File: src/rtl/rope_field_if.sv
// rope_field_if: bundles the frame/pixel inputs and the per-rope outputs of
// rope_field_controller.
//   master : drives startOfFrame, pause, pixelX/Y, dirToggle, electroTrigger
//            and receives ropeDR, anyRopeDR, ropeRGB, ropeX, ropeLive
//   slave  : the controller side, with the directions reversed
interface rope_field_if #(
  parameter int NUM_ROPES = 6
);
  logic                        startOfFrame;
  logic                        pause;
  logic [10:0]                 pixelX;
  logic [10:0]                 pixelY;
  logic [NUM_ROPES-1:0]        dirToggle;
  logic [NUM_ROPES-1:0]        electroTrigger;
  logic [NUM_ROPES-1:0]        ropeDR;
  logic                        anyRopeDR;
  logic [7:0]                  ropeRGB;
  logic [NUM_ROPES-1:0][10:0]  ropeX;
  logic [NUM_ROPES-1:0]        ropeLive;

  modport master (
    output startOfFrame, pause, pixelX, pixelY, dirToggle, electroTrigger,
    input  ropeDR, anyRopeDR, ropeRGB, ropeX, ropeLive
  );
  modport slave (
    input  startOfFrame, pause, pixelX, pixelY, dirToggle, electroTrigger,
    output ropeDR, anyRopeDR, ropeRGB, ropeX, ropeLive
  );
endinterface

File: src/rtl/rope_field_controller.sv
// rope_field_controller: NUM_ROPES vertical ropes that bounce between X_MIN
// and X_MAX, one pixel-hit detector per rope and a priority colour merge.
// Optional electro feature (SAFE->ARMED->LIVE->COOL) is built only when the
// macro ROPE_ELECTRO_EN is defined; otherwise every rope is plain 8'hB4.
// Ports:
//   clk     system clock
//   resetN  asynchronous active-low reset
//   bus     rope_field_if.slave (frame tick, pause, pixel, per-rope requests
//           in; ropeDR, anyRopeDR, ropeRGB, ropeX, ropeLive out)

// One rope: position/direction, optional electro FSM, registered hit + colour.
module rope_field_lane #(
  parameter int IDX         = 0,
  parameter int NUM_ROPES   = 6,
  parameter int X_MIN       = 32,
  parameter int X_MAX       = 600,
  parameter int ROPE_TOP    = 80,
  parameter int ROPE_LEN    = 320,
  parameter int ROPE_WIDTH  = 4,
  parameter int SPEED_STEP  = 1,
  parameter int ARM_FRAMES  = 30,
  parameter int LIVE_FRAMES = 60,
  parameter int COOL_FRAMES = 90
)(
  input  logic        clk,
  input  logic        resetN,
  input  logic        upd,
  input  logic [10:0] px,
  input  logic [10:0] py,
  input  logic        tog,
  input  logic        trig,
  output logic [10:0] x,
  output logic        dr,
  output logic [7:0]  col,
  output logic        live
);
  localparam int X_INIT = X_MIN + IDX * ((X_MAX - X_MIN) / NUM_ROPES);
  localparam logic [11:0] SPD  = 12'((IDX + 1) * SPEED_STEP);
  localparam logic [11:0] XMIN = 12'(X_MIN);
  localparam logic [11:0] XMAX = 12'(X_MAX);

  logic [11:0] xq, x_step, x_nx;
  logic        dir_q, dir_eff, dir_nx, pend_q;
  logic [7:0]  col_c;
  logic        hit;

  // A toggle coincident with the update counts, so fold it in here.
  assign dir_eff = dir_q ^ (pend_q | tog);

  always_comb begin
    if (dir_eff) x_step = xq + SPD;
    else         x_step = (xq > SPD) ? xq - SPD : 12'd0;  // no underflow wrap
    x_nx   = x_step;
    dir_nx = dir_eff;
    if (x_step >= XMAX) begin
      x_nx   = XMAX;
      dir_nx = 1'b0;
    end else if (x_step <= XMIN) begin
      x_nx   = XMIN;
      dir_nx = 1'b1;
    end
  end

  always_ff @(posedge clk or negedge resetN) begin
    if (!resetN) begin
      xq     <= 12'(X_INIT);
      dir_q  <= 1'b1;
      pend_q <= 1'b0;
    end else if (upd) begin
      xq     <= x_nx;
      dir_q  <= dir_nx;
      pend_q <= 1'b0;
    end else if (tog) begin
      pend_q <= 1'b1;
    end
  end

  assign x = xq[10:0];

  assign hit = ({1'b0, px} >= xq) && ({1'b0, px} <= xq + 12'(ROPE_WIDTH - 1)) &&
               ({1'b0, py} >= 12'(ROPE_TOP)) &&
               ({1'b0, py} <= 12'(ROPE_TOP + ROPE_LEN - 1));

`ifdef ROPE_ELECTRO_EN
  typedef enum logic [1:0] {SAFE, ARMED, LIVE, COOL} st_t;
  st_t         st_q, st_nx;
  logic [15:0] cnt_q, cnt_nx;
  logic        lat_q, lat_nx;

  always_ff @(posedge clk or negedge resetN) begin
    if (!resetN) begin
      st_q  <= SAFE;
      cnt_q <= '0;
      lat_q <= 1'b0;
    end else begin
      st_q  <= st_nx;
      cnt_q <= cnt_nx;
      lat_q <= lat_nx;
    end
  end

  always_comb begin
    st_nx  = st_q;
    cnt_nx = cnt_q;
    lat_nx = lat_q;
    col_c  = 8'hB4;
    case (st_q)
      SAFE: begin
        if (upd && (lat_q || trig)) begin
          st_nx  = ARMED;
          cnt_nx = '0;
          lat_nx = 1'b0;
        end else if (trig) begin
          lat_nx = 1'b1;
        end
      end
      ARMED: begin
        col_c = cnt_q[2] ? 8'hB4 : 8'hFC;  // 4-frame blink, bright first
        if (upd) begin
          if (cnt_q == 16'(ARM_FRAMES - 1)) begin
            st_nx  = LIVE;
            cnt_nx = '0;
          end else cnt_nx = cnt_q + 16'd1;
        end
      end
      LIVE: begin
        col_c = 8'hFC;
        if (upd) begin
          if (cnt_q == 16'(LIVE_FRAMES - 1)) begin
            st_nx  = COOL;
            cnt_nx = '0;
          end else cnt_nx = cnt_q + 16'd1;
        end
      end
      default: begin
        col_c = 8'h92;
        if (upd) begin
          if (cnt_q == 16'(COOL_FRAMES - 1)) begin
            st_nx  = SAFE;
            cnt_nx = '0;
          end else cnt_nx = cnt_q + 16'd1;
        end
      end
    endcase
  end

  assign live = (st_q == LIVE);
`else
  logic unused_trig;
  assign unused_trig = trig;
  assign col_c = 8'hB4;
  assign live  = 1'b0;
`endif

  // Hit and colour registered together so the merge stays aligned with ropeDR.
  always_ff @(posedge clk or negedge resetN) begin
    if (!resetN) begin
      dr  <= 1'b0;
      col <= 8'h00;
    end else begin
      dr  <= hit;
      col <= col_c;
    end
  end
endmodule

module rope_field_controller #(
  parameter int NUM_ROPES   = 6,
  parameter int X_MIN       = 32,
  parameter int X_MAX       = 600,
  parameter int ROPE_TOP    = 80,
  parameter int ROPE_LEN    = 320,
  parameter int ROPE_WIDTH  = 4,
  parameter int SPEED_STEP  = 1,
  parameter int ARM_FRAMES  = 30,
  parameter int LIVE_FRAMES = 60,
  parameter int COOL_FRAMES = 90
)(
  input logic         clk,
  input logic         resetN,
  rope_field_if.slave bus
);
  logic                       upd;
  logic [NUM_ROPES-1:0]       dr_v, live_v;
  logic [NUM_ROPES-1:0][10:0] x_v;
  logic [NUM_ROPES-1:0][7:0]  col_v;
  logic [7:0]                 rgb;

  assign upd = bus.startOfFrame & ~bus.pause;

  for (genvar g = 0; g < NUM_ROPES; g++) begin : g_lane
    rope_field_lane #(
      .IDX(g), .NUM_ROPES(NUM_ROPES), .X_MIN(X_MIN), .X_MAX(X_MAX),
      .ROPE_TOP(ROPE_TOP), .ROPE_LEN(ROPE_LEN), .ROPE_WIDTH(ROPE_WIDTH),
      .SPEED_STEP(SPEED_STEP), .ARM_FRAMES(ARM_FRAMES),
      .LIVE_FRAMES(LIVE_FRAMES), .COOL_FRAMES(COOL_FRAMES)
    ) u_lane (
      .clk(clk), .resetN(resetN), .upd(upd),
      .px(bus.pixelX), .py(bus.pixelY),
      .tog(bus.dirToggle[g]), .trig(bus.electroTrigger[g]),
      .x(x_v[g]), .dr(dr_v[g]), .col(col_v[g]), .live(live_v[g])
    );
  end

  // Walk from the top index down so the lowest-index hit wins.
  always_comb begin
    rgb = 8'h00;
    for (int i = NUM_ROPES - 1; i >= 0; i--)
      if (dr_v[i]) rgb = col_v[i];
  end

  assign bus.ropeDR    = dr_v;
  assign bus.anyRopeDR = |dr_v;
  assign bus.ropeRGB   = rgb;
  assign bus.ropeX     = x_v;
  assign bus.ropeLive  = live_v;
endmodule

File: src/flat_wrapper.sv
// flat-port wrapper written by rule: the top's interface ports become plain ports
module rope_field_controller_flat 
#(
  parameter int NUM_ROPES   = 6,
  parameter int X_MIN       = 32,
  parameter int X_MAX       = 600,
  parameter int ROPE_TOP    = 80,
  parameter int ROPE_LEN    = 320,
  parameter int ROPE_WIDTH  = 4,
  parameter int SPEED_STEP  = 1,
  parameter int ARM_FRAMES  = 30,
  parameter int LIVE_FRAMES = 60,
  parameter int COOL_FRAMES = 90
)
  (clk, resetN, bus_startOfFrame, bus_pause, bus_pixelX, bus_pixelY, bus_dirToggle, bus_electroTrigger, bus_ropeDR, bus_anyRopeDR, bus_ropeRGB, bus_ropeX, bus_ropeLive);
  rope_field_if #(.NUM_ROPES(NUM_ROPES)) bus_i ();
  input logic clk;
  input logic resetN;
  input wire logic [$bits(bus_i.startOfFrame)-1:0] bus_startOfFrame;
  input wire logic [$bits(bus_i.pause)-1:0] bus_pause;
  input wire logic [$bits(bus_i.pixelX)-1:0] bus_pixelX;
  input wire logic [$bits(bus_i.pixelY)-1:0] bus_pixelY;
  input wire logic [$bits(bus_i.dirToggle)-1:0] bus_dirToggle;
  input wire logic [$bits(bus_i.electroTrigger)-1:0] bus_electroTrigger;
  output wire logic [$bits(bus_i.ropeDR)-1:0] bus_ropeDR;
  output wire logic [$bits(bus_i.anyRopeDR)-1:0] bus_anyRopeDR;
  output wire logic [$bits(bus_i.ropeRGB)-1:0] bus_ropeRGB;
  output wire logic [$bits(bus_i.ropeX)-1:0] bus_ropeX;
  output wire logic [$bits(bus_i.ropeLive)-1:0] bus_ropeLive;
  assign bus_i.startOfFrame = bus_startOfFrame;
  assign bus_i.pause = bus_pause;
  assign bus_i.pixelX = bus_pixelX;
  assign bus_i.pixelY = bus_pixelY;
  assign bus_i.dirToggle = bus_dirToggle;
  assign bus_i.electroTrigger = bus_electroTrigger;
  assign bus_ropeDR = bus_i.ropeDR;
  assign bus_anyRopeDR = bus_i.anyRopeDR;
  assign bus_ropeRGB = bus_i.ropeRGB;
  assign bus_ropeX = bus_i.ropeX;
  assign bus_ropeLive = bus_i.ropeLive;
  rope_field_controller #(.NUM_ROPES(NUM_ROPES), .X_MIN(X_MIN), .X_MAX(X_MAX), .ROPE_TOP(ROPE_TOP), .ROPE_LEN(ROPE_LEN), .ROPE_WIDTH(ROPE_WIDTH), .SPEED_STEP(SPEED_STEP), .ARM_FRAMES(ARM_FRAMES), .LIVE_FRAMES(LIVE_FRAMES), .COOL_FRAMES(COOL_FRAMES)) u_core (.clk(clk), .resetN(resetN), .bus(bus_i));
endmodule
File: config.mk
export PLATFORM = sky130hd
export DESIGN_NAME = rope_field_controller_flat
export DESIGN_NICKNAME = d
export VERILOG_FILES = /design/src/rtl/rope_field_if.sv /design/src/rtl/rope_field_controller.sv /design/src/flat_wrapper.sv
export SDC_FILE = /design/constraint.sdc
export NUM_CORES = 1
export LEC_CHECK = 0
export CORE_MARGIN = 2
export CORE_UTILIZATION = 45
export CTS_CLUSTER_SIZE = 12
export DETAILED_ROUTE_END_ITERATION = 6
export PLACE_DENSITY_LB_ADDON = 0.1
export SLEW_MARGIN = 25
export SYNTH_ARGS = -nofsm -noshare
export SYNTH_HDL_FRONTEND = slang
export SYNTH_SLANG_ARGS = --single-unit
File: constraint.sdc
create_clock -name clk -period 3.6 [get_ports clk]
set_input_delay 0.72 -clock clk [delete_from_list [all_inputs] [get_ports clk]]
set_output_delay 0.72 -clock clk [all_outputs]
set_load 0.1 [all_outputs]
Yosys cells after proc, flatten, opt, wreduce, memory -nomap -nowiden
Cells that the tools add are included.
{"block": "classes", "add_sub_neg": 17, "bitwise": 14, "order_cmp": 32, "reduce_logical": 25, "muxes": 54}
{"operator": "12-bit two-way mux", "n": 24}
{"operator": "12-bit by 2-bit adder with 12-bit output (second input constant)", "n": 7}
{"operator": "11-bit by 12-bit greater-or-equal comparator with 1-bit output", "n": 6}
{"operator": "12-bit by 10-bit greater-or-equal comparator with 1-bit output (second input constant)", "n": 6}
{"operator": "11-bit by 12-bit <= comparator with 1-bit output", "n": 6}
{"operator": "12-bit by 6-bit <= comparator with 1-bit output (second input constant)", "n": 6}
{"operator": "8-bit two-way mux", "n": 6}
{"operator": "12-bit by 3-bit adder with 12-bit output (second input constant)", "n": 3}
{"operator": "12-bit by 3-bit > comparator with 1-bit output (second input constant)", "n": 3}
{"operator": "12-bit by 3-bit subtractor with 12-bit output (second input constant)", "n": 3}
{"operator": "12-bit by 2-bit > comparator with 1-bit output (second input constant)", "n": 2}
{"operator": "1-bit two-way mux", "n": 24}
{"operator": "12-bit by 2-bit subtractor with 12-bit output (second input constant)", "n": 2}
{"operator": "1-bit logical AND", "n": 18}
{"operator": "12-bit by 1-bit adder with 12-bit output (second input constant)", "n": 1}
{"operator": "12-bit by 1-bit > comparator with 1-bit output (second input constant)", "n": 1}
{"operator": "2-bit nonzero test", "n": 6}
{"operator": "12-bit by 1-bit subtractor with 12-bit output (second input constant)", "n": 1}
{"operator": "11-bit by 7-bit greater-or-equal comparator with 1-bit output (second input constant)", "n": 1}
{"operator": "11-bit by 9-bit <= comparator with 1-bit output (second input constant)", "n": 1}
{"operator": "1-bit bitwise OR", "n": 6}
{"operator": "6-bit OR reduction", "n": 1}
{"operator": "1-bit bitwise XOR", "n": 6}
{"operator": "1-bit AND", "n": 1}
{"operator": "1-bit NOT", "n": 1}
{"block": "totals", "out_inout_bits": 87, "register_bits": 91, "elab_cells": 167}

Depth between registers and ports, before layout
Gate-level depths: netlist of run 1.
{"block": "logic_depth", "ltp_word": 6, "ltp_mapped": 14, "depth_no_buf": 14}

Hierarchy
Synthesis of run 1 repeated with hierarchy kept, for this count alone.
{"block": "unflattened", "cells_unflattened": 1729, "area_unflattened_um2": 13845.8}
{"mod": "rope_field_lane at u_core.g_lane[5].u_lane", "area_per_inst_um2": 2378.5, "cells_per_inst": 295, "instances": 1}
{"mod": "rope_field_lane at u_core.g_lane[2].u_lane", "area_per_inst_um2": 2278.4, "cells_per_inst": 265, "instances": 1}
{"mod": "rope_field_lane at u_core.g_lane[0].u_lane", "area_per_inst_um2": 2257.2, "cells_per_inst": 285, "instances": 1}
{"mod": "rope_field_lane at u_core.g_lane[4].u_lane", "area_per_inst_um2": 2250.9, "cells_per_inst": 293, "instances": 1}
{"mod": "rope_field_lane at u_core.g_lane[3].u_lane", "area_per_inst_um2": 2124.5, "cells_per_inst": 273, "instances": 1}
{"mod": "rope_field_lane at u_core.g_lane[1].u_lane", "area_per_inst_um2": 2115.8, "cells_per_inst": 263, "instances": 1}
{"mod": "rope_field_controller", "area_per_inst_um2": 440.4, "cells_per_inst": 55, "instances": 1}

Worst setup path after synthesis of run 1
Ideal clock, no wire load.
{"block": "synth_path", "path_type": "reg-to-reg", "startpoint": "register u_core.g_lane[0].u_lane.xq[0]", "endpoint": "register u_core.g_lane[0].u_lane.xq[3]", "stages_incl_launch_ff": 14, "t_arrival_ns": 3.086, "period_less_slack_ns": 3.235, "path_buffers": 3, "setup_ns": 0.149, "slack_ns": 0.365, "required_time_ns": 3.451, "path_cell_list": "dfrtp_1 > clkbuf_1 > inv_1 > ha_1 > clkbuf_1 > o21bai_1 > nor4_1 > clkbuf_1 > a211oi_1 > o32ai_1 > nand2_1 > nor4_2 > nor2b_2 > a221oi_1"}
{"block": "synth_between", "elab_chain_cells": 6}
{"element": "start: declaration", "line_no": "rope_field_controller.sv:42", "rtl": "logic [11:0] xq, x_step, x_nx;"}
{"element": "start signal: assignment", "line_no": "rope_field_controller.sv:66", "rtl": "xq <= 12'(X_INIT);"}
{"element": "start signal: assignment", "line_no": "rope_field_controller.sv:70", "rtl": "xq <= x_nx;"}
{"element": "12-bit by 1-bit subtractor with 12-bit output or 12-bit by 1-bit > comparator with 1-bit output (tied branches)", "line_no": "rope_field_controller.sv:52", "rtl": "else x_step = (xq > SPD) ? xq - SPD : 12'd0;"}
{"element": "12-bit two-way mux", "line_no": "rope_field_controller.sv:52"}
{"element": "12-bit two-way mux *", "line_no": "rope_field_controller.sv:51", "rtl": "if (dir_eff) x_step = xq + SPD;"}
{"element": "12-bit by 6-bit <= comparator with 1-bit output", "line_no": "rope_field_controller.sv:58", "rtl": "end else if (x_step <= XMIN) begin"}
{"element": "12-bit two-way mux", "line_no": "rope_field_controller.sv:58"}
{"element": "12-bit two-way mux *", "line_no": "rope_field_controller.sv:55", "rtl": "if (x_step >= XMAX) begin"}
Mark *: on every way between the ends. The rest lies on a longest branch, timed or not.
A chain may end at the register's enable or synchronous reset.

Worst setup path in the final report of run 1
{"block": "layout_path", "startpoint": "register u_core.g_lane[1].u_lane.xq[1]", "endpoint": "register u_core.g_lane[1].u_lane.dr"}
{"block": "layout_between", "elab_chain_cells": 5}
{"element": "start: declaration", "line_no": "rope_field_controller.sv:42"}
{"element": "start signal: assignment", "line_no": "rope_field_controller.sv:66"}
{"element": "start signal: assignment", "line_no": "rope_field_controller.sv:70"}
{"element": "12-bit by 2-bit adder with 12-bit output", "line_no": "rope_field_controller.sv:80", "rtl": "assign hit = ({1'b0, px} >= xq) && ({1'b0, px} <= xq + 12'(ROPE_WIDTH - 1)) &&"}
{"element": "11-bit by 12-bit <= comparator with 1-bit output", "line_no": "rope_field_controller.sv:80"}
{"element": "1-bit logical AND * (2 in series)", "line_no": "rope_field_controller.sv:80"}
{"element": "1-bit logical AND *", "line_no": "rope_field_controller.sv:81", "rtl": "({1'b0, py} >= 12'(ROPE_TOP)) &&"}
{"element": "via u_core.g_lane[1].u_lane.hit", "line_no": "rope_field_controller.sv:45", "rtl": "logic hit;"}
{"element": "end signal: assignment", "line_no": "rope_field_controller.sv:161", "rtl": "dr <= hit;"}
{"element": "end: declaration", "line_no": "rope_field_controller.sv:33", "rtl": "output logic dr,"}
Mark *: on every way through the listed nets, which the timed path passes. The rest lies on a longest branch.

==> metrics list, run 1 <==
- Buffers inserted to repair hold after CTS numbered 0.
* Vias in the first global route: 11,792
- Summed over all failing endpoints, the final setup total negative slack is 0 ns.
- Buffers inserted during clock tree synthesis total 9.
* DP Wirelength: 28,000 microns
- Measured against its own limit, the worst slew margin works out to 34.2%.
- Total buffers and inverters traversed by the critical path: 2
* Starting utilization of the core area: 45.6%
* Maxcap violations: 0
- Clock-pin slew reported for the worst setup and hold paths after clock tree synthesis: 0.07 ns
- Synthesis produced a netlist whose cell count is 1,551.
- Violation count after the first detailed-route iteration: 1,020
* Wire length of the first global-routing pass: 60,700 microns
- Final Max Slew Viols: 0
- Pin count of the biggest net entering global routing: 48
- Summed over all layers, the global routing overflow is 0.
- Total die area: 28,500 sq um
- Clock latency on the worst-skew pair, taken at its later pin, is 0.35 ns.
- In this run, distinct cell masters in the synthesized netlist total 90.
- Setup repair after global routing left no endpoint under its margin.
- Final-report setup violation count: 0
- Combinational cells account for 75.2% of the total power.
* Area added between synthesis and finish: 11.4%
- For this design the static power due to leakage is 5.53 nW.
- Cell family contributing the most delay on the critical path: compound AO/OA/AOI/OAI gates
- On the critical path, the stage with the largest delay is an instance of sky130_fd_sc_hd__dfstp_2.
- Critical path arrival: 3.60 ns
- Endpoint of the most critical setup path: u_core.g_lane[1].u_lane.dr
- Initial antenna violation count: 0
- The tree is rooted in a sky130_fd_sc_hd__clkbuf_16.
- Synth Area per Inst: 7.87 sq um
- Drc violations: 0
* Nature of the critical path endpoint: flip-flop
- The total area inside the core boundary comes to 26,800 sq um.
- Post-synthesis instance area: 12,200 sq um
* Part of the power in registers: 17.2%
- Min-delay worst type: input port to async pin
- DR vias: 12,017
- For this run, the number of Yosys warnings is 0.
* Net switching power: 0.00722 W
* Pwr/cell area: 913 nW/um^2
- Once the clock tree was built, the setup fixing pass inserted 0 buffers.
* Fin Clk Skew: 0.00578 ns
- Initial DRT Pass Iterations: 5
- From bottom edge to top edge, the die measures 169 microns.
* Number of cells on the worst reg-to-reg path: 15
- Layout cells sized above 1: 16.5%
- Start of the worst register-to-register path: u_core.g_lane[1].u_lane.xq[1]
- Residual antenna-violating net count after detailed routing: 0
* Endpoints failing hold: 0
- Data required time at the worst endpoint: 3.86 ns
- Synthesized flop and latch total: 91
- Number of synthesized flops with an enable pin: 0
- In this run the worst setup path begins at u_core.g_lane[1].u_lane.xq[1].
* Per-cell routed wire length: 19.1 microns
* Primary flip-flop cell chosen by synthesis mapping: sky130_fd_sc_hd__dfrtp_1
- I/O pin total: 125
- Routability-driven placement finished with a final weighted congestion of 0.929.
* CTS-repair resized insts: 0
- Cells along the critical path: inv_1, buf_4, ha_1, a21oi_1, or3_1, nor2_1, xnor2_1, ha_1, and3_1, nand2_1, nor3_1, nor2_1, a211o_1, a21o_1, a31oi_1
- Horiz. Die Dim: 169 microns
* Final critical-path required period: 3.34 ns
- In this run the core area contains 60 standard-cell rows.
* CP Depth: 15
- Clock network fraction of design power: 7.6%
* Fin area: 13,600 sq um
- In the final design database the tool counted 1,786 nets.
* Worst r2r dst: u_core.g_lane[1].u_lane.dr
* Critical-path maximum fanout: 10
* Clock sink count: 91
- Across every metal layer, demand over resource in global routing totals 26.1%.
* Result of the run: complete, no violations
- For this block, the routed nets add up to 37,000 microns of wire.
* Crit Path Class: flip-flop to flip-flop
- In this run the deepest clock path goes through 2 buffers.
- Fraction of power spent switching nets: 58.1%
- Total power for the finished layout comes to 0.0124 W.
- TritonCTS built the clock tree.
- The worst-case IR drop observed on VDD is 0.546 mV.
- Sequential share of the synthesized area: 19.0%
* Crit share post-route: 92.8%
- Ys async rst share: 100%
- Slowest stage delay, CP: 0.65 ns
- Dividing the detail-routed via count by the number of cells gives 6.20.
- The worst setup path is launched from a flip-flop.
- Reg2reg setup slack: 0.26 ns
* Slew at the pin closest to its max-slew limit: 0.985 ns
- Placement Cell Area: 13,300 sq um
- Port buffering added 104 buffers.
- The repair_antennas step left the layout with diodes totalling 0.
- The H-tree was split into 3 levels.
* Cell Int Power: 0.00520 W
- Max Fclk: 299 MHz
state kept, by name, indices dropped and copies added, names as in the netlist:
name and count:
u_core.g_lane.u_lane.xq 72, u_core.g_lane.u_lane.dir_q 6, u_core.g_lane.u_lane.dr 6, u_core.g_lane.u_lane.pend_q 6
u_core.g_lane.u_lane.col 1
power groups by stage:
| stage | registers [W] | logic (W) | clock network [W] |
|---|---|---|---|
| 6_report | 0.00214 | 0.00934 | 0.000950 |
| 5_1_grt | 0.00221 | 0.0102 | 0.00102 |
| 4_1_cts | 0.00213 | 0.00930 | 0.000981 |
| 3_5_place_dp | 0.00215 | 0.00925 | 0 |
| 3_3_place_gp | 0.00215 | 0.00919 | 0 |
| 2_1_floorplan | 0.00171 | 0.00762 | 0 |
per-layer routing:
layer | global-route usage, % | wire [microns] | vias to the layer above
li1 | - | - | 5812
met1 | 34.5 | 16600 | 5742
met2 | 44.7 | 17700 | 392
met3 | 3.32 | 1880 | 71
met4 | 7.65 | 816 | 0
met5 | 0 | 0 | -
metrics by stage:
step / hold slack (ns) / utilization (%) / std cells / setup slack [ns]
floorplan: 0.424 / - / 1560 / 0.365
global placement: 0.489 / 49.7 / 1923 / 0.0912
detailed placement: 0.505 / 49.7 / 1923 / 0.0552
CTS: 0.403 / 50.8 / 1939 / 0.302
global route: 0.420 / 50.8 / 1939 / 0.0252
finish: 0.384 / 50.8 / 1939 / 0.258
cell usage in the layout (no fill, tap or decap), drive strengths merged, types with 10 or more instances in the layout:
| cell type | instances |
|---|---|
| nor2b | 18 |
| clkdlybuf4s50 | 33 |
| nor3 | 64 |
| xnor2 | 64 |
| inv | 77 |
| and2 | 19 |
| or4 | 18 |
| nand4 | 37 |
| o21ai | 89 |
| clkbuf | 11 |
| a22oi | 10 |
| a21oi | 66 |
| dfstp | 34 |
| a21o | 15 |
| o21a | 46 |
| o32ai | 12 |
| and3 | 12 |
| o31ai | 10 |
| nand3 | 34 |
| xor2 | 10 |
| nand2 | 81 |
| o31a | 10 |
| nor2 | 110 |
| or3 | 23 |
| a31oi | 18 |
| ha | 155 |
| a211o | 11 |
| o2111ai | 14 |
| o211ai | 15 |
| o22ai | 16 |
| o311ai | 14 |
| dfrtp | 57 |
| buf | 175 |
| a211oi | 24 |
| conb | 11 |
| nor4 | 35 |
| nand2b | 17 |
Yosys cell counts (11+ instances only):
library cell,number,area [sq um]
sky130_fd_sc_hd__inv_1,77,289
sky130_fd_sc_hd__a21oi_1,66,330
sky130_fd_sc_hd__o21ai_0,86,430
sky130_fd_sc_hd__nand3_1,33,165
sky130_fd_sc_hd__o311ai_0,13,114
sky130_fd_sc_hd__nand2_1,81,304
sky130_fd_sc_hd__a21o_1,15,113
sky130_fd_sc_hd__clkbuf_1,82,308
sky130_fd_sc_hd__nand2b_1,17,106
sky130_fd_sc_hd__nor2_1,110,413
sky130_fd_sc_hd__o21a_1,46,345
sky130_fd_sc_hd__a211o_1,11,96.3
sky130_fd_sc_hd__ha_1,155,1940
sky130_fd_sc_hd__nor2b_1,17,106
sky130_fd_sc_hd__nand4_1,37,231
sky130_fd_sc_hd__o22ai_1,14,87.6
sky130_fd_sc_hd__nor3_1,64,320
sky130_fd_sc_hd__xnor2_1,64,561
sky130_fd_sc_hd__and2_1,17,106
sky130_fd_sc_hd__nor4_1,32,200
sky130_fd_sc_hd__o211ai_1,14,105
sky130_fd_sc_hd__or3_1,23,144
sky130_fd_sc_hd__or4_1,15,113
sky130_fd_sc_hd__and3_1,11,68.8
sky130_fd_sc_hd__o2111ai_1,14,123
sky130_fd_sc_hd__a31oi_1,18,113
sky130_fd_sc_hd__dfrtp_1,57,1430
sky130_fd_sc_hd__o32ai_1,12,105
sky130_fd_sc_hd__buf_2,12,60.1
sky130_fd_sc_hd__dfstp_2,34,893
sky130_fd_sc_hd__buf_4,86,646
sky130_fd_sc_hd__a211oi_1,24,180
logic make-up after synthesis:
kind of cell    after synthesis  share of synthesized area, %
mux                           8                         0.686
compound gates              452                          26.1
other cells                   2                        0.0615
buf+inv                     264                          10.9
simple gates                504                          21.9
fa+ha+maj                   156                          16.0
xor+xnor                     74                          5.31
flops                        91                          19.0
how the worst min path moves through the flow:
stage                              startpoint                              to  depth (start not counted)
2_1_floorplan                          resetN  u_core.g_lane[0].u_lane.col[2]                          0
3_3_place_gp   u_core.g_lane[1].u_lane.pend_q  u_core.g_lane[1].u_lane.pend_q                          2
3_5_place_dp   u_core.g_lane[3].u_lane.pend_q  u_core.g_lane[3].u_lane.pend_q                          2
4_1_cts                                resetN   u_core.g_lane[4].u_lane.xq[5]                          1
5_1_grt                                resetN   u_core.g_lane[4].u_lane.xq[5]                          1
6_report                               resetN   u_core.g_lane[4].u_lane.xq[5]                          1
final cells by class:
class	instances	area, sq um
Timing Repair Buffer	208	1680
Fill cell	2652	13200
Inverter	78	293
Multi-Input combinational cell	1205	8610
Tap cell	341	427
Clock buffer	11	243
Clock inverter	5	38.8
Sequential cell	91	2320
Note: power is estimated with default switching activity, not from simulation.
==> run 2: changes to the inputs <==
--- a/config.mk
+++ b/config.mk
@@ -10,7 +10,6 @@
 export CTS_CLUSTER_SIZE = 12
 export DETAILED_ROUTE_END_ITERATION = 6
 export PLACE_DENSITY_LB_ADDON = 0.1
-export SLEW_MARGIN = 25
 export SYNTH_ARGS = -nofsm -noshare
 export SYNTH_HDL_FRONTEND = slang
 export SYNTH_SLANG_ARGS = --single-unit
==> results of run 2 <==
The final DEF is identical to that of run 1; final timing and power are the same.
==> run 3: changes to the inputs <==
--- a/config.mk
+++ b/config.mk
@@ -6,7 +6,7 @@
 export NUM_CORES = 1
 export LEC_CHECK = 0
 export CORE_MARGIN = 2
-export CORE_UTILIZATION = 45
+export CORE_UTILIZATION = 25
 export CTS_CLUSTER_SIZE = 12
 export DETAILED_ROUTE_END_ITERATION = 6
 export PLACE_DENSITY_LB_ADDON = 0.1
==> run 3 against run 2 <==
Clock skew up 0.0071 ns; global-route usage down 8.0 points; maximum frequency down 2.0%; combinational power up 6.3%; clock power up 9%; via count up 0.27%; first-iteration DRC count down 25%; cell count up 17%; hold slack better by 0.0070 ns; non-clock buffer count up 50; critical endpoint is now u_core.g_lane[1].u_lane.xq[8]; worst setup slack worse by 0.068 ns.
==> metrics list, run 3 (synthesis gave the netlist of run 1 again) <==
- STA puts the critical path data required time at 3.88 ns.
- IO Port Bufs: 104
- Hold buffers post-CTS: 0
- Across all hold checks on the routed design, the worst slack comes to 0.391 ns.
- Cell internal power was estimated by the tool at 0.00554 W.
- Die boundary height: 225 microns
* Clock tree from TritonCTS: yes
- Horiz. Die Dim: 225 microns
* Max Root-Sink Buffers: 2
- Along the worst path, the maximum fanout reaches 10.
- In this run the standard cell core region covers 47,900 sq um.
- Combinational logic is responsible for 75.8% of the overall power.
* Aggregate global routing overflow: 0
* Clock-pin slew reported for the worst setup and hold paths after clock tree synthesis: 0.08 ns
- Among all stages on the critical path, the largest delay is contributed by sky130_fd_sc_hd__or4_1.
- Antenna Diode Count: 0
- Drc violations: 0
- In this run, post-CTS repair resized a total of 0 instances.
- Layout cells sized above 1: 19.4%
* Residual antenna-violating net count after detailed routing: 0
- IR analysis of the VDD net gives a maximum drop of 0.550 mV.
* Crit Path Class: flip-flop to flip-flop
* Final Max Slew Viols: 0
- The H-tree was split into 3 levels.
- The flow ran to the end, and the final reports show no timing, DRC or antenna violations.
- Relative to the synthesized area, the layout overhead comes to 17.3%.
* Critical path arrival: 3.69 ns
- Final critical-path required period: 3.41 ns
- Counting stages on the worst path, the most repeated cell is sky130_fd_sc_hd__or4_1.
- The worst setup path is captured at a flip-flop.
* Part of the power in registers: 16.2%
* Violation count after the first detailed-route iteration: 764
- Clock network fraction of design power: 8.0%
* Vias in the first global route: 11,982
- Fin Clk Skew: 0.0128 ns
- Starting utilization of the core area: 25.5%
- Ranked by flip-flop count, first place goes to u_core.g_lane.u_lane.xq.
- Based on the critical path, the design can be clocked at up to 293 MHz.
- Dividing total power by cell area gives a power density of 914 nW/um^2.
- The worst path uses 94.7% of the clock period.
* Via density per instance: 5.32
- Overall power consumption after layout is estimated at 0.0131 W.
- Pin count of the biggest net entering global routing: 53
* Maxcap violations: 0
* TritonCTS Buffers: 9
- Num rows: 80
- Global routing consumed, over all layers together, 18.1% of the routing resources.
- Post-detailed-routing wire length: 45,600 microns
- Top library cells by usage in the layout, fill and taps aside: sky130_fd_sc_hd__buf_4, sky130_fd_sc_hd__ha_1, sky130_fd_sc_hd__nor2_1, sky130_fd_sc_hd__o21ai_0, sky130_fd_sc_hd__nand2_1
* Cells along the critical path: or4_1, or4_1, o21ai_2, nor3_1, o31ai_1, a221o_2, nand3_2, o32ai_1
- The library cell used most frequently in the layout, excluding fill and tap cells, is sky130_fd_sc_hd__buf_4.
- Root buffer selected by CTS: sky130_fd_sc_hd__clkbuf_16
- Wire length of the first global-routing pass: 71,400 microns
* RD Place Congestion: 0.845
- RSZ-0062 raised after global routing: no
- Summed over all nets, the switching power comes to 0.00756 W.
* Worst-Skew Late Latency: 0.39 ns
- Number of post-CTS setup repair buffers: 0
* Final design utilization: 29.9%
* DR vias: 12,050
- Detailed placement finished with a half-perimeter wire length of 35,300 microns.
- For the pin with the worst max-slew slack, the measured transition is 0.984 ns.
- The worst setup path is launched from a flip-flop.
- Endpoints failing hold: 0
- The number of antenna violations at the first check in global routing came to 1.
- The final layout contains 1,836 nets.
- Dividing the detail-routed wire length by the instance count gives 20.1 microns.
- The worst pin sits at a relative slew slack of 34.3%.
- The die covers 50,600 sq um.
- For this design the static power due to leakage is 5.79 nW.
- Fraction of power spent switching nets: 57.7%
* Initial DRT Pass Iterations: 5
* Clock sink count: 91
* I/O pin total: 125
- The register with the most flip-flops in the layout has 72 of them.
- Min-delay worst type: input port to async pin
- In this design, the stage delay of the slowest critical-path cell is 0.65 ns.
- Final-report setup violation count: 0
[run 3: cell types whose count changed in the layout (fill, tap and decap cells not counted)]
cell / delta
sky130_fd_sc_hd__clkinv_4: -3
sky130_fd_sc_hd__buf_4: +55
sky130_fd_sc_hd__clkdlybuf4s50_1: -5
sky130_fd_sc_hd__bufinv_16: +1
sky130_fd_sc_hd__clkinv_2: +2
[run 3: cell type report]
cell class	count	area, sq um
sequential	91	2320
inverter	78	293
tap	615	769
timing repair buffer	258	2040
multi-input combinational	1205	8610
clock inverter	5	52.6
fill	5201	33600
clock buffer	11	243
[run 3: power groups by stage]
| stage | combinational [W] | clock [W] | sequential (W) |
|---|---|---|---|
| final | 0.00993 | 0.00104 | 0.00212 |
| after global routing | 0.0109 | 0.00113 | 0.00219 |
| after CTS | 0.00997 | 0.00110 | 0.00211 |
| after detailed placement | 0.00992 | 0 | 0.00213 |
| after global placement | 0.00996 | 0 | 0.00214 |
| after floorplan | 0.00762 | 0 | 0.00171 |
[run 3: worst paths after layout]
path                            slack, ns  cells after the start                              to                            from
worst max-delay path                 0.19                      8   u_core.g_lane[1].u_lane.xq[8]   u_core.g_lane[1].u_lane.xq[2]
worst min-delay path                 0.39                      1   u_core.g_lane[4].u_lane.xq[1]                          resetN
worst max register to register       0.19                      8   u_core.g_lane[1].u_lane.xq[8]   u_core.g_lane[1].u_lane.xq[2]
worst min register to register       0.52                      2  u_core.g_lane[3].u_lane.pend_q  u_core.g_lane[3].u_lane.pend_q
max in group asynchronous            2.39                      2   u_core.g_lane[1].u_lane.xq[2]                          resetN
min in group clk                     0.52                      2  u_core.g_lane[3].u_lane.pend_q  u_core.g_lane[3].u_lane.pend_q
[run 3: layer usage]
metal	wire length, microns	global-route usage (%)	vias up
met5	0	0	-
met4	353	2.78	0
met3	1630	2.74	24
met2	21400	30.0	257
met1	22200	25.2	5862
li1	-	-	5907
[run 3: worst max-delay path, delay by kind of cell, from the launching register on]
kind | cells | cell delay (ns)
flops | 1 | 0.45
compound gates | 4 | 1.35
simple gates | 4 | 1.50
[run 3: metrics by stage]
step	TNS, ns	area (sq um)	std cells	setup slack (ns)
floorplan	0	12200	1560	0.365
global placement	-0.0151	14000	2247	-0.0151
detailed placement	-0.0953	14000	2247	-0.0518
CTS	0	14300	2263	0.240
global route	0	14300	2263	0.0207
finish	0	14300	2263	0.190
